File: config.mk
export PLATFORM = sky130hd
export DESIGN_NAME = uart_reg_bridge
export DESIGN_NICKNAME = d
export VERILOG_FILES = /design/src/rtl/uart_reg_bridge.sv
export SDC_FILE = /design/constraint.sdc
export NUM_CORES = 1
export LEC_CHECK = 0
export BUFFER_PORTS_ARGS = -buffer_cell sky130_fd_sc_hd__buf_2
export CAP_MARGIN = 20
export CORE_ASPECT_RATIO = 0.9
export CORE_MARGIN = 3
export CORE_UTILIZATION = 60
export DETAILED_ROUTE_END_ITERATION = 10
export PLACE_DENSITY = 0.8
export SYNTH_ARGS = -nofsm -noshare
export SYNTH_HDL_FRONTEND = slang
export SYNTH_SLANG_ARGS = --single-unit
File: constraint.sdc
create_clock -name clk_clk -period 20.7 [get_ports clk_clk]
set_input_delay 4.14 -clock clk_clk [delete_from_list [all_inputs] [get_ports clk_clk]]
set_output_delay 4.14 -clock clk_clk [all_outputs]
set_load 0.05 [all_outputs]
File: src/rtl/uart_reg_bridge.sv
// uart_reg_bridge: UART-driven bank of NUM_REGS control registers, REG_W bits each.
// Frames are 0xA5, ADDR, then NB data bytes for a write (MSB first) or nothing for a read.
// Replies are ACK 0x06, NAK 0x15, or the register's NB bytes.
// Optional macro BRIDGE_CHKSUM_EN adds a trailing XOR check byte to requests and replies.
module uart_reg_bridge #(
  parameter int          CLK_HZ       = 50000000,
  parameter int          BAUD         = 115200,
  parameter int          NUM_REGS     = 4,
  parameter int          REG_W        = 22,
  parameter logic [31:0] RESET_VAL    = 32'd0,
  parameter int          TIMEOUT_BITS = 256
) (
  input  logic                      clk_clk,
  input  logic                      reset_reset,
  input  logic                      uart_rxd,
  output logic                      uart_txd,
  output logic [NUM_REGS*REG_W-1:0] regs_out,
  output logic [NUM_REGS-1:0]       reg_wr_stb,
  output logic                      frame_err
);

  localparam int DIV    = CLK_HZ / BAUD;
  localparam int NB     = (REG_W + 7) / 8;
  localparam int SH_W   = NB * 8;
  localparam int CNT_W  = $clog2(DIV);
  localparam int TO_CYC = TIMEOUT_BITS * DIV;
  localparam int TO_W   = $clog2(TO_CYC + 1);
  localparam int IDX_W  = (NUM_REGS > 1) ? $clog2(NUM_REGS) : 1;
  localparam int BUF_N  = NB + 1;
  localparam int BI_W   = $clog2(BUF_N);
  localparam int LEN_W  = $clog2(BUF_N + 1);
  localparam int BC_W   = (NB > 1) ? $clog2(NB) : 1;
`ifdef BRIDGE_CHKSUM_EN
  localparam int CHK_N  = 1;
`else
  localparam int CHK_N  = 0;
`endif
  localparam logic [REG_W-1:0] RST_V   = RESET_VAL[REG_W-1:0];
  localparam logic [CNT_W-1:0] HALF_M1 = CNT_W'(DIV / 2 - 1);
  localparam logic [CNT_W-1:0] FULL_M1 = CNT_W'(DIV - 1);
  localparam logic [TO_W-1:0]  TO_M1   = TO_W'(TO_CYC - 1);
  localparam logic [7:0] HDR = 8'hA5;
  localparam logic [7:0] ACK = 8'h06;
  localparam logic [7:0] NAK = 8'h15;

  typedef enum logic [2:0] {RX_IDLE, RX_START, RX_DATA, RX_STOP, RX_WAIT_HI} rx_state_t;
  typedef enum logic [2:0] {
    P_IDLE, P_ADDR, P_DATA,
`ifdef BRIDGE_CHKSUM_EN
    P_CHK,
`endif
    P_EXEC, P_REPLY
  } p_state_t;

`ifdef BRIDGE_CHKSUM_EN
  localparam p_state_t P_AFTER_PAYLOAD = P_CHK;
`else
  localparam p_state_t P_AFTER_PAYLOAD = P_EXEC;
`endif

  logic [1:0]       r_rst_sync;
  logic             w_rst;
  logic [1:0]       r_rxd_sync;
  logic             w_rxd;
  rx_state_t        r_rx_state;
  logic [CNT_W-1:0] r_rx_cnt;
  logic [2:0]       r_rx_bit;
  logic [7:0]       r_rx_shift;
  logic             w_rx_tick, w_rx_valid, w_rx_ferr;
  logic [7:0]       w_rx_byte;

  p_state_t         r_p_state;
  logic [REG_W-1:0] r_regs [NUM_REGS];
  logic [IDX_W-1:0] r_idx;
  logic             r_is_read;
  logic [SH_W-1:0]  r_data_sh;
  logic [BC_W-1:0]  r_byte_cnt;
  logic [TO_W-1:0]  r_to_cnt;
  logic [7:0]       r_tx_buf [BUF_N];
  logic [LEN_W-1:0] r_tx_len;
  logic             r_tx_start;
  logic [NUM_REGS-1:0] r_wr_stb;
  logic             r_frame_err;
  logic             w_in_frame;
  logic [SH_W-1:0]  w_rd_pad;
`ifdef BRIDGE_CHKSUM_EN
  logic [7:0]       r_chk;
`endif

  logic [9:0]       r_tx_frame;
  logic [CNT_W-1:0] r_tx_cnt;
  logic [3:0]       r_tx_bit;
  logic [BI_W-1:0]  r_tx_idx;
  logic [LEN_W-1:0] r_tx_left;
  logic             r_tx_busy;

  function automatic logic [7:0] xor_bytes(input logic [SH_W-1:0] v);
    logic [7:0] acc;
    acc = '0;
    for (int k = 0; k < NB; k++) acc ^= v[k*8 +: 8];
    return acc;
  endfunction

  // Reset: asserts immediately, releases on a clock edge.
  // NOTE: flops use <= so every register sees pre-edge values; = is kept for function temporaries.
  always_ff @(posedge clk_clk or posedge reset_reset)
    if (reset_reset) r_rst_sync <= 2'b11;
    else             r_rst_sync <= {r_rst_sync[0], 1'b0};
  assign w_rst = r_rst_sync[1];

  // Two-flop synchroniser for the asynchronous serial input (idles high).
  always_ff @(posedge clk_clk or posedge w_rst)
    if (w_rst) r_rxd_sync <= 2'b11;
    else       r_rxd_sync <= {r_rxd_sync[0], uart_rxd};
  assign w_rxd = r_rxd_sync[1];

  assign w_rx_tick  = (r_rx_cnt == FULL_M1);
  assign w_rx_valid = (r_rx_state == RX_STOP) && w_rx_tick && w_rxd;
  assign w_rx_ferr  = (r_rx_state == RX_STOP) && w_rx_tick && !w_rxd;
  assign w_rx_byte  = r_rx_shift;

  // RX bit engine: start-bit recheck at half period, data and stop sampled at bit centres.
  always_ff @(posedge clk_clk or posedge w_rst)
    if (w_rst) begin
      r_rx_state <= RX_IDLE;
      r_rx_cnt   <= '0;
      r_rx_bit   <= '0;
      r_rx_shift <= '0;
    end else begin
      case (r_rx_state)
        RX_IDLE: begin
          r_rx_cnt <= '0;
          if (!w_rxd) r_rx_state <= RX_START;
        end
        RX_START:
          if (r_rx_cnt == HALF_M1) begin
            r_rx_cnt   <= '0;
            r_rx_bit   <= '0;
            r_rx_state <= w_rxd ? RX_IDLE : RX_DATA;
          end else r_rx_cnt <= r_rx_cnt + 1'b1;
        RX_DATA:
          if (w_rx_tick) begin
            r_rx_cnt   <= '0;
            r_rx_shift <= {w_rxd, r_rx_shift[7:1]};
            r_rx_bit   <= r_rx_bit + 1'b1;
            if (r_rx_bit == 3'd7) r_rx_state <= RX_STOP;
          end else r_rx_cnt <= r_rx_cnt + 1'b1;
        RX_STOP:
          if (w_rx_tick) begin
            r_rx_cnt   <= '0;
            r_rx_state <= w_rxd ? RX_IDLE : RX_WAIT_HI;
          end else r_rx_cnt <= r_rx_cnt + 1'b1;
        RX_WAIT_HI: if (w_rxd) r_rx_state <= RX_IDLE;
        default:    r_rx_state <= RX_IDLE;
      endcase
    end

`ifdef BRIDGE_CHKSUM_EN
  assign w_in_frame = (r_p_state == P_ADDR) || (r_p_state == P_DATA) || (r_p_state == P_CHK);
`else
  assign w_in_frame = (r_p_state == P_ADDR) || (r_p_state == P_DATA);
`endif
  assign w_rd_pad = SH_W'(r_regs[r_idx]);

  // Frame parser: owns the register bank, strobes, error pulse and the reply buffer.
  always_ff @(posedge clk_clk or posedge w_rst)
    if (w_rst) begin
      r_p_state   <= P_IDLE;
      // NOTE: the bank is plain flops driving datapath controls, so every entry gets a reset value.
      for (int i = 0; i < NUM_REGS; i++) r_regs[i] <= RST_V;
      for (int i = 0; i < BUF_N; i++) r_tx_buf[i] <= '0;
      r_idx       <= '0;
      r_is_read   <= 1'b0;
      r_data_sh   <= '0;
      r_byte_cnt  <= '0;
      r_to_cnt    <= '0;
      r_tx_len    <= '0;
      r_tx_start  <= 1'b0;
      r_wr_stb    <= '0;
      r_frame_err <= 1'b0;
`ifdef BRIDGE_CHKSUM_EN
      r_chk       <= '0;
`endif
    end else begin
      r_wr_stb    <= '0;
      r_tx_start  <= 1'b0;
      r_frame_err <= w_rx_ferr;
      // Inter-byte timeout abandons the frame silently apart from the error pulse.
      if (w_in_frame && !w_rx_valid) begin
        if (r_to_cnt == TO_M1) begin
          r_frame_err <= 1'b1;
          r_p_state   <= P_IDLE;
        end else r_to_cnt <= r_to_cnt + 1'b1;
      end
      case (r_p_state)
        P_IDLE:
          if (w_rx_valid && w_rx_byte == HDR) begin
            r_to_cnt  <= '0;
            r_p_state <= P_ADDR;
          end
        P_ADDR:
          if (w_rx_valid) begin
            r_to_cnt   <= '0;
            r_is_read  <= w_rx_byte[7];
            r_idx      <= w_rx_byte[IDX_W-1:0];
            r_data_sh  <= '0;
            r_byte_cnt <= '0;
`ifdef BRIDGE_CHKSUM_EN
            r_chk      <= w_rx_byte;
`endif
            if (int'(w_rx_byte[6:0]) >= NUM_REGS) begin
              r_frame_err <= 1'b1;
              r_tx_buf[0] <= NAK;
              r_tx_buf[1] <= NAK;
              r_tx_len    <= LEN_W'(1 + CHK_N);
              r_tx_start  <= 1'b1;
              r_p_state   <= P_REPLY;
            end else if (w_rx_byte[7]) r_p_state <= P_AFTER_PAYLOAD;
            else                       r_p_state <= P_DATA;
          end
        P_DATA:
          if (w_rx_valid) begin
            r_to_cnt   <= '0;
            r_data_sh  <= SH_W'({r_data_sh, w_rx_byte});
            r_byte_cnt <= r_byte_cnt + 1'b1;
`ifdef BRIDGE_CHKSUM_EN
            r_chk      <= r_chk ^ w_rx_byte;
`endif
            if (r_byte_cnt == BC_W'(NB - 1)) r_p_state <= P_AFTER_PAYLOAD;
          end
`ifdef BRIDGE_CHKSUM_EN
        P_CHK:
          if (w_rx_valid) begin
            if (w_rx_byte == r_chk) r_p_state <= P_EXEC;
            else begin
              r_frame_err <= 1'b1;
              r_tx_buf[0] <= NAK;
              r_tx_buf[1] <= NAK;
              r_tx_len    <= LEN_W'(2);
              r_tx_start  <= 1'b1;
              r_p_state   <= P_REPLY;
            end
          end
`endif
        P_EXEC: begin
          if (r_is_read) begin
            for (int k = 0; k < NB; k++) r_tx_buf[k] <= w_rd_pad[(NB-1-k)*8 +: 8];
            r_tx_buf[NB] <= xor_bytes(w_rd_pad);
            r_tx_len     <= LEN_W'(NB + CHK_N);
          end else begin
            r_regs[r_idx]   <= r_data_sh[REG_W-1:0];
            r_wr_stb[r_idx] <= 1'b1;
            r_tx_buf[0]     <= ACK;
            r_tx_buf[1]     <= ACK;
            r_tx_len        <= LEN_W'(1 + CHK_N);
          end
          r_tx_start <= 1'b1;
          r_p_state  <= P_REPLY;
        end
        P_REPLY: if (!r_tx_busy && !r_tx_start) r_p_state <= P_IDLE;
        default: r_p_state <= P_IDLE;
      endcase
    end

  // TX engine: 8N1 frames from the reply buffer, next byte loaded right after each stop bit.
  always_ff @(posedge clk_clk or posedge w_rst)
    if (w_rst) begin
      r_tx_frame <= '1;
      r_tx_cnt   <= '0;
      r_tx_bit   <= '0;
      r_tx_idx   <= '0;
      r_tx_left  <= '0;
      r_tx_busy  <= 1'b0;
    end else if (!r_tx_busy) begin
      if (r_tx_start) begin
        r_tx_frame <= {1'b1, r_tx_buf[0], 1'b0};
        r_tx_idx   <= BI_W'(1);
        r_tx_left  <= r_tx_len - 1'b1;
        r_tx_cnt   <= '0;
        r_tx_bit   <= '0;
        r_tx_busy  <= 1'b1;
      end
    end else if (r_tx_cnt == FULL_M1) begin
      r_tx_cnt <= '0;
      if (r_tx_bit == 4'd9) begin
        if (r_tx_left != '0) begin
          r_tx_frame <= {1'b1, r_tx_buf[r_tx_idx], 1'b0};
          r_tx_idx   <= r_tx_idx + 1'b1;
          r_tx_left  <= r_tx_left - 1'b1;
          r_tx_bit   <= '0;
        end else begin
          r_tx_frame <= '1;
          r_tx_busy  <= 1'b0;
        end
      end else begin
        r_tx_frame <= {1'b1, r_tx_frame[9:1]};
        r_tx_bit   <= r_tx_bit + 1'b1;
      end
    end else r_tx_cnt <= r_tx_cnt + 1'b1;

  assign uart_txd   = r_tx_frame[0];
  assign reg_wr_stb = r_wr_stb;
  assign frame_err  = r_frame_err;

  for (genvar gi = 0; gi < NUM_REGS; gi++) begin : g_out
    assign regs_out[gi*REG_W +: REG_W] = r_regs[gi];
  end

endmodule

==> run metrics, run 1 <==
Critical-path top delay cell dfstp_2; outcome complete, no violations; antenna fix cells 0; area grow syn2layout 12.4%; drt initial violations between 500 and 600; post-synthesis adder-cell area fraction between 1 and 1.5%; worst-case reg-to-reg path depth 2; grt ovf 0; Simple-Gate Fraction of Synth Area 13.1%; Total Die Area 19500 um2; Hold WC Path Type flop to flop; FMAX 185 MHz; Vias 7500; Syn Inst Count between 900 and 1000; synth top area cells dfrtp_1 50%, mux2_2 11%, mux4_2 5.9%; clock buffers created by TritonCTS 23; Die Width ~150 um; max-cap viol count 0; crit share post-route 26.2%; vias per inst 6.10; CTS clk-pin slew, worst paths 0.06 ns; Synth cell types 82; CTS tree built; GR Layer Usage met2 37.5%; clk root buf clkbuf_16; number of core rows 45; first-pass GRT wire length 39.7 mm; ys async rst share 100%; Main synth FF type dfrtp_1; HPWL Detailed between 15 and 20 mm; largest family of logic cells by synthesized area multiplexers; worst slack, placed 15.80 ns; slack of the critical path 15.28 ns; crit path kind flop to primary output; Pleak 5.78 nW; Max VDD drop 74.1 uV; flops & latches, synth 228; mux contribution to synthesized area 17.5%; met3 usage 5.14%; H-tree Lvls 1; worst hold slack approximately 0.36 ns; Clk Latency, worst-skew pair 0.51 ns; Slew HR roughly 30%; Worst Setup End Kind primary output; min cycle time layout 5.42 ns; Crit path depth 1; design area 12000 um2; TritonCTS Sinks between 200 and 250; hold path cells 0; core outline area 17200 um2; Critical Path Fanout Max 2; Critical Path AT 1.28 ns; Buffers on Ports 96; Synth Cell Area roughly 11000 um2; Antenna Nets Post-Route 0; worst clock skew 0.0181 ns; post-synth net total about 920; postcts setup bufs 0; Fill cells 1198; Synth top area share between 50% and 60%; Mean Syn Cell Area 11.9 um2; Post-CTS Resized 0; Final Setup Violations 0; CP max stage delay 0.53 ns; initial core utilization 62.3%; via count of the first global-routing pass 7412; most used routing layer met1; Yosys top cell by area dfrtp_1; DRC errors left 0; Routed WL 24.2 mm; Synth Area in Compound Gates 9.90%; GRT Total Usage 24.9%; DR pass1 iterations 5; Post-CTS Hold Fix Bufs 0; dpl cell area about 11000 um2; final core utilization a little over two thirds; sequential share of the synthesized area 53.4%; RSZ-0062 raised after global routing false; setup_tns 0 ns; number of primary I/O pins 97; DR WL/cell 19.7 um; CP Cell Sequence buf_2; routability cong. around 0.8; post-synthesis xor/xnor area fraction 1.46%; Layout Nets a little under 1000; Buf/Inv on CP 1; synth warn 0; PwrDens ~75 nW/um2; die height 133 um; CTS max path bufs 3; worst slew pin tran ~1.1 ns; Worst Setup Start Kind flop; Req. time, crit path about 17 ns; share of cells above drive strength 1 31.5%; Post-synth EDFFs 0; initial antenna violation count 0; count of final hold-check violations 0; Slew Limit Fails 0; pin count of the biggest net entering global routing about 150; M1 GR Usage a little under two fifths; Worst path top cell family by delay flip-flops
[layer usage]
| layer | vias to the layer above | routed length [um] |
|---|---|---|
| met1 | 3822 | 11200 |
| met2 | 228 | 11000 |
| met4 | 0 | 430 |
| met5 | - | 0 |
| met3 | 37 | 1540 |
| li1 | 3413 | - |
[final timing paths]
kind                               startpoint       endpoint  slack [ns]
worst max-delay path            r_tx_frame[0]       uart_txd       15.28
worst min-delay path            r_rst_sync[0]  r_rst_sync[1]        0.36
worst max register to register       r_idx[0]   regs_out[27]       18.15
worst min register to register  r_rst_sync[0]  r_rst_sync[1]        0.36
max in group asynchronous         reset_reset  r_rst_sync[0]       17.03
min in group asynchronous       r_rst_sync[1]    r_tx_cnt[7]        0.44
[sequential cells by signal, summed over array words and instances, names as in the netlist, 2 cells and up]
name        count
regs_out       88
r_tx_buf       30
r_data_sh      22
r_to_cnt       17
r_rx_cnt        9
r_tx_cnt        9
r_tx_frame      9
r_rx_shift      8
r_tx_bit        4
reg_wr_stb      4
r_p_state       3
r_rx_bit        3
r_rx_state      3
r_tx_left       3
r_byte_cnt      2
r_idx           2
r_rst_sync      2
r_rxd_sync      2
r_tx_idx        2
r_tx_len        2
[area by class of cell]
cell class | count | area [um2] | area share [%]
sequential | 228 | 5720 | 47.5
multi-input combinational | 607 | 4660 | 38.7
clock buffer | 35 | 651 | 5.40
timing repair buffer | 103 | 533 | 4.43
tap | 235 | 294 | 2.44
clock inverter | 6 | 109 | 0.904
inverter | 16 | 67.6 | 0.561
[placed cells by master (no fill, tap or decap), types with 5 or more instances in the layout]
cell type  Yosys  routed
o31ai_1       13      13
buf_2         12      96
mux4_2        28      28
clkbuf_16      0      23
ha_1          12      12
a21oi_1       32      32
dfstp_2       13      13
nand3_1       18      18
nor2b_1        7       7
a21o_1         5       5
nand2b_1       6       6
or3_1          7       7
o221a_2        6       6
nor3_1        11      10
nand2_1      122     122
mux2_2       100     100
or4_1          6       6
nand4_1        6       6
a22o_1        12      12
mux2i_1       11      11
dfrtp_1      215     214
xor2_1         8       8
xnor2_1        8       8
inv_1         15      14
buf_4          9       7
and3_1         6       6
clkbuf_1      24       9
o21ai_0       67      67
nor2_1        43      43
[power breakdown]
part           switching [mW]  leakage (nW)  internal [mW]  total [mW]
combinational          0.0185          2.28        0.00705      0.0256
sequential            0.00602          3.14          0.449       0.455
clock                   0.168         0.370          0.254       0.421
total                   0.192          5.78          0.710       0.903
[cell families after synthesis]
kind of cell,Yosys count
muxes,140
DFF,228
and+or+nand+nor,272
xor gates and xnor gates,17
buffers and inverters,66
other,1
adders and majority gates,12
AOI/OAI and AO/OA,165
[synth_stat cells (all sizes together), types with 5 or more instances]
library cell and count:
clkbuf 25, nor2b 7, nand4 6, nand3 19, o31ai 13, a22o 12
o21ai 69, nand2 122, dfstp 13, o221a 6, inv 16, buf 25
and3 8, xnor2 9, a21o 5, nor3 13, mux4 28, a21oi 34
dfrtp 215, xor2 8, or3 8, mux2i 11, mux2 101, ha 12
or4 7, nor2 45, nand2b 6
[metrics by stage]
step | std cells | power (mW)
after floorplan | 901 | 0.482
after global placement | 1189 | 0.488
after detailed placement | 1189 | 0.489
after CTS | 1230 | 0.909
after global routing | 1230 | 0.933
final | 1230 | 0.903
Power figures use the tool's default switching activity.
==> run 2: changes to the inputs <==
==> constraint.sdc (replaced) <==
create_clock -name clk_clk -period 5.7 [get_ports clk_clk]
set_input_delay 1.14 -clock clk_clk [delete_from_list [all_inputs] [get_ports clk_clk]]
set_output_delay 1.14 -clock clk_clk [all_outputs]
set_load 0.05 [all_outputs]
==> run 2 against run 1 <==
Against the previous run:
- first-iteration DRC count rose by 16%
- flip-flop and latch count is the same
- critical endpoint is now r_tx_idx[1]
- setup slack got worse by 12 ns
- via count hardly changed
==> run metrics, run 2 (synthesized netlist as in run 1, its figures left out) <==
power share of the combinational group 2.7% (about the same); P_int 2.56 mW (+260%); Worst Setup End Kind flop; Largest register FFs 88 (unchanged); DR WL/cell 19.7 um (about the same); Req. time, crit path 6.12 ns (-10.44 ns); drt initial violations 605 (+16%); worst hold slack 0.356 ns (-0.000500 ns); most used routing layer met1; Buffers on Ports 96 (unchanged); final core utilization 70.4% (+0.28 points); reg2reg setup slack 3.20 ns (-14.95 ns); hold path cells 0 (unchanged); initial core utilization 62.3% (unchanged); Antenna Nets Post-Route 0 (unchanged); Worst Setup Start Kind flop; min cycle time layout 2.50 ns; crit path kind flop to flop; postcts setup bufs 0 (unchanged); outcome complete, no violations; post-route insts no fill 1232 (+0.16%); Worst Hold Launch r_rxd_sync[0]; met3 usage 4.90% (-0.24 points); Die Width 147 um (unchanged); Slew Limit Fails 0 (unchanged); Psw 0.711 mW (+270%); share of cells above drive strength 1 32.0% (+0.54 points); Reg2Reg Launch Point r_tx_bit[1]; Slew HR 28.8% (-1.2 points); Flop pwr share 50.5% (about the same); FMAX between 300 and 400 MHz; Post-CTS Hold Fix Bufs 0 (unchanged); DR pass1 iterations 7 (+2); Endpoint, Worst Hold r_rxd_sync[1]; clk root buf clkbuf_16; clock buffers created by TritonCTS 24 (+4.3%); design area 12100 um2 (+0.41%); HPWL Detailed 15.7 mm (-1.8%); worst clock skew 0.0127 ns (-0.00535 ns); GRT Total Usage 25.0% (+0.041 points); TritonCTS Sinks 228 (unchanged); core outline area 17200 um2 (unchanged); worst-case reg-to-reg path depth 7 (+5); number of primary I/O pins 97 (unchanged); via count of the first global-routing pass 7167 (-3.3%); dpl cell area 11300 um2 (about the same); Hold WC Path Type flop to flop; setup_tns 0 ns (unchanged); most frequent cells in the layout 214 x dfrtp_1, 122 x nand2_1, 100 x mux2_2, 96 x buf_2, 67 x o21ai_0; Pleak 5.81 nW (+0.50%); CTS clk-pin slew, worst paths 0.06 ns (about the same); die height 133 um (unchanged); Final Setup Violations 0 (unchanged); Critical-path top delay cell a21oi_1; crit share post-route 43.9%; RSZ-0062 raised after global routing false; Clk Latency, worst-skew pair 0.51 ns (about the same); initial antenna violation count 0 (unchanged); CP max stage delay 0.60 ns (+0.07 ns); grt ovf 0 (unchanged); pin count of the biggest net entering global routing 194 (+30%); Max VDD drop 246 uV (+230%); H-tree Lvls 1 (unchanged); Clk pwr share 46.7% (about the same); antenna fix cells 0 (unchanged); count of final hold-check violations 0 (unchanged); worst slack, placed 2.93 ns (-12.87 ns); Total Die Area 19500 um2 (unchanged); total power 3.27 mW (+260%); Critical Path AT 2.92 ns (+1.64 ns); R2R Path End r_tx_idx[1]; GR Layer Usage met2 37.4% (-0.18 points); CP Cell Sequence inv_1 -> ha_1 -> and3b_1 -> nand2b_1 -> a21oi_1 -> nand3_1 -> o21ai_0; number of core rows 45 (unchanged); worst slew pin tran 1.07 ns (+0.0182 ns); DP Cell Count 1188 (-0.084%); DRC errors left 0 (unchanged); Routed WL 24.3 mm (+0.20%); CTS tree built; first-pass GRT wire length 39.5 mm (-0.42%); max-cap viol count 0 (unchanged); area grow syn2layout 12.9%; sw frac 21.7% (+0.44 points); Critical Path Fanout Max 13 (+11); slack of the critical path 3.20 ns (-12.08 ns); vias per inst 6.09 (-0.15%); commonest non-fill, non-tap cell in the layout dfrtp_1; CTS max path bufs 3 (unchanged); routability cong. 0.809 (-1.8%); PwrDens 271 nW/um2 (+260%); M1 GR Usage 38.2% (+0.49 points); Post-CTS Resized 0 (unchanged); Vias 7501 (+0.013%); Layout Nets 995 (+0.10%)
[run 2: cell types whose count changed in the layout (fill, tap and decap cells not counted), sizes merged]
cell | previous run | this run
clkinvlp | 0 | 1
bufinv | 3 | 0
inv | 17 | 15
clkbuf | 35 | 38
clkinv | 2 | 5
[run 2: power by group through the flow]
stage	Clock [mW]	Sequential [mW]	Combinational, mW
2_1_floorplan	0	1.67	0.0806
3_3_place_gp	0	1.68	0.0903
3_5_place_dp	0	1.68	0.0925
4_1_cts	1.55	1.65	0.0930
5_1_grt	1.62	1.65	0.105
6_report	1.53	1.65	0.0897
[run 2: how the worst max path moves through the flow]
stage                   from       endpoint  slack [ns]  cells past startpoint
2_1_floorplan  r_rst_sync[1]      frame_err        2.39                      1
3_3_place_gp   r_rx_state[2]  r_data_sh[21]        3.08                      4
3_5_place_dp   r_rx_state[2]  r_data_sh[21]        2.93                      4
4_1_cts        r_rx_state[2]  r_data_sh[21]        2.93                      4
5_1_grt          r_tx_bit[1]    r_tx_idx[1]        2.96                      7
6_report         r_tx_bit[1]    r_tx_idx[1]        3.20                      7
[run 2: metal layers]
metal  vias to the layer above  part of all wire [%]
li1                       3413                     -
met1                      3819                    45
met2                       231                    46
met3                        38                   6.6
met4                         0                   2.3
met5                         -                     0
[run 2: cell type report]
class                      instances  area, um2
clock buffer                      38        754
clock inverter                     5       25.0
fill                            1189       5090
inverter                          16       63.8
multi-input combinational        607       4660
sequential                       228       5720
tap                              235        294
timing repair buffer             103        566
[run 2: critical path: cells and delay by family (launching register included)]
| family | cells | cell delay [ns] |
|---|---|---|
| and+or+nand+nor | 3 | 1.01 |
| AOI/OAI and AO/OA | 2 | 0.79 |
| DFF | 1 | 0.40 |
| adders and majority gates | 1 | 0.14 |
| buffers and inverters | 1 | 0.08 |
==> run 3: changes to the inputs <==
--- a/config.mk
+++ b/config.mk
@@ -5,6 +5,7 @@
 export SDC_FILE = /design/constraint.sdc
 export NUM_CORES = 1
 export LEC_CHECK = 0
+export ABC_AREA = 1
 export BUFFER_PORTS_ARGS = -buffer_cell sky130_fd_sc_hd__buf_2
 export CAP_MARGIN = 20
 export CORE_ASPECT_RATIO = 0.9
==> constraint.sdc (replaced) <==
create_clock -name clk_clk -period 2.6 [get_ports clk_clk]
set_input_delay 0.52 -clock clk_clk [delete_from_list [all_inputs] [get_ports clk_clk]]
set_output_delay 0.52 -clock clk_clk [all_outputs]
set_load 0.05 [all_outputs]
==> run 3 against run 2 <==
Against the previous run:
- clock power increased by 140%
- critical path type unchanged
- register-to-register slack got worse by 3.0 ns
- largest cell class unchanged
- routed wire length increased by 19%
- synthesized cell count increased by 51%
==> run metrics, run 3 <==
Max VDD drop 698 uV (+180%); number of primary I/O pins 97 (unchanged); pin count of the biggest net entering global routing 58 (-70%); R2R Path End r_tx_buf[1]; first-pass GRT wire length 47.3 mm (+20%); Final Setup Violations 0 (unchanged); CTS tree built; initial antenna violation count 0 (unchanged); number of core rows 46 (+2.2%); post-synth net total 1378 (+50%); min cycle time layout 2.38 ns (-0.118 ns); PwrDens 613 nW/um2 (+130%); Pleak 6.06 nW (+4.3%); crit share post-route 91.7% (+48 points); worst hold slack 0.0212 ns (-0.335 ns); Req. time, crit path 3.01 ns (-3.11 ns); Synth Cell Area 11000 um2 (+2.3%); worst clock skew 0.0127 ns (-0.0000111 ns); TritonCTS Sinks 228 (unchanged); count of final hold-check violations 0 (unchanged); drt initial violations 930 (+54%); setup_tns 0 ns (unchanged); crit path kind flop to flop; Hold WC Path Type primary input to asynchronous set/reset pin; commonest non-fill, non-tap cell in the layout nand2_1; worst-case reg-to-reg path depth 10 (+3); vias per inst 5.63 (-7.5%); Critical Path AT 2.79 ns (-0.13 ns); synth top area cells dfrtp_1 49%, nand2_1 12%, o21ai_0 6.3%; Total Die Area 19900 um2 (+2.2%); area grow syn2layout 15.1%; Synth cell types 43 (-48%); Largest register FFs 88 (unchanged); most frequent cells in the layout 345 x nand2_1, 215 x dfrtp_1, 166 x inv_1, 139 x o21ai_0, 109 x nor2_1; Buffers on Ports 96 (unchanged); Antenna Nets Post-Route 0 (unchanged); DR WL/cell 16.8 um (-15%); Vias 9693 (+29%); Routed WL 28.8 mm (+19%); worst slew pin tran 0.720 ns (-0.349 ns); H-tree Lvls 1 (unchanged); routability cong. 0.909 (+12%); total power 7.73 mW (+140%); DP Cell Count 1677 (+41%); die height 134 um (+1.1%); initial core utilization 61.6% (-0.74 points); share of cells above drive strength 1 13.7% (-18 points); Mean Syn Cell Area 8.04 um2 (-32%); Worst Setup Start Kind flop; outcome complete, no violations; postcts setup bufs 0 (unchanged); Post-CTS Hold Fix Bufs 0 (unchanged); Post-synth EDFFs 0 (unchanged); core outline area 17800 um2 (+3.6%); DR pass1 iterations 5 (-2); most frequent cell after synthesis nand2_1; Post-CTS Resized 0 (unchanged); Layout Nets 1478 (+49%); grt ovf 0 (unchanged); clk root buf clkbuf_16; post-route insts no fill 1721 (+40%); FMAX 420 MHz (+5.0%); Clk Latency, worst-skew pair 0.52 ns (about the same); antenna fix cells 0 (unchanged); via count of the first global-routing pass 9126 (+27%); clock buffers created by TritonCTS 24 (unchanged); DRC errors left 0 (unchanged); CTS max path bufs 3 (unchanged); flops & latches, synth 228 (unchanged); max-cap viol count 0 (unchanged); Reg area 5720 um2 (about the same); Slew HR 51.9% (+23 points); sequential share of the synthesized area 52.2% (-1.2 points); Reg2Reg Launch Point r_idx[0]; Fill cells 1372 (+15%); Die Width 148 um (+1.1%); Multi-input gate area 4370 um2 (-6.3%); Synth top area share 49.1% (-1.1 points); synth cell count leaders 345 x nand2_1, 215 x dfrtp_1, 167 x inv_1; Worst Setup End Kind flop; ys async rst share 100% (unchanged); Slew Limit Fails 0 (unchanged); RSZ-0062 raised after global routing false; Main synth FF type dfrtp_1; synth warn 0 (unchanged); Yosys top cell by area dfrtp_1; Syn Inst Count 1363 (+51%); Critical Path Fanout Max 17 (+4); CTS clk-pin slew, worst paths 0.07 ns (about the same); reg2reg setup slack 0.22 ns (-2.98 ns); GRT Total Usage 29.2% (+4.3 points); HPWL Detailed 20.5 mm (+31%)
[run 3: critical path, stage by stage, from the launching register on]
cell and delay [ns]:
dfrtp_1 0.43, nand2_2 0.21, clkinv_1 0.52, nand2_1 0.18, o21ai_0 0.10, nor3_1 0.47, inv_1 0.09, nand2_1 0.10
nand2_1 0.06, nand2_1 0.06, nand3_1 0.06
[run 3: cells by family (layout without fill, tap and decap cells)]
family	Yosys count	in the layout	synth area share (%)
AO/OA/AOI/OAI	274	274	13.3
XOR/XNOR	16	16	1.28
adder cells (fa/ha/maj)	12	12	1.37
buffers and inverters	221	339	7.91
flip-flops	228	228	52.2
multiplexers	1	1	0.0914
other	1	1	0.0342
AND/OR/NAND/NOR	610	610	23.8
[run 3: metal layers]
| layer | track usage [%] | vias up | part of all wire, % |
|---|---|---|---|
| met1 | 43.3 | 4614 | 43 |
| met4 | 7.64 | 0 | 2.6 |
| met2 | 45.0 | 406 | 46 |
| met3 | 5.30 | 59 | 8.3 |
| li1 | - | 4614 | - |
| met5 | 0 | - | 0 |
[run 3: where the power goes]
group | internal [mW] | switching, mW | total, mW
clock | 2.29 | 1.41 | 3.70
combinational | 0.100 | 0.277 | 0.377
sequential | 3.59 | 0.0580 | 3.65
total | 5.98 | 1.74 | 7.73
[run 3: worst max path at each step]
stage | from | endpoint | slack [ns]
2_1_floorplan | r_rst_sync[1] | frame_err | -0.71
3_3_place_gp | r_idx[0] | r_tx_buf[3] | 0.31
3_5_place_dp | r_idx[0] | r_tx_buf[1] | 0.25
4_1_cts | r_idx[0] | r_tx_buf[1] | 0.24
5_1_grt | r_idx[1] | r_tx_buf[1] | 0.05
6_report | r_idx[0] | r_tx_buf[1] | 0.22
[run 3: through the flow]
| stage | instance area, um2 | utilization, % | worst slack, ns |
|---|---|---|---|
| 6_report | 12600 | 70.9 | 0.217 |
| 5_1_grt | 12600 | 70.9 | 0.0482 |
| 4_1_cts | 12600 | 70.9 | 0.236 |
| 3_5_place_dp | 11700 | 66.0 | 0.254 |
| 3_3_place_gp | 11700 | 66.0 | 0.307 |
| 2_1_floorplan | 11000 | - | -0.714 |
[run 3: area by class of cell]
class,count,share of cell area [%]
Tap cell,240,2.38
Clock inverter,12,1.31
Inverter,181,5.42
Multi-Input combinational cell,914,34.7
Clock buffer,32,5.57
Sequential cell,228,45.4
Timing Repair Buffer,114,5.28
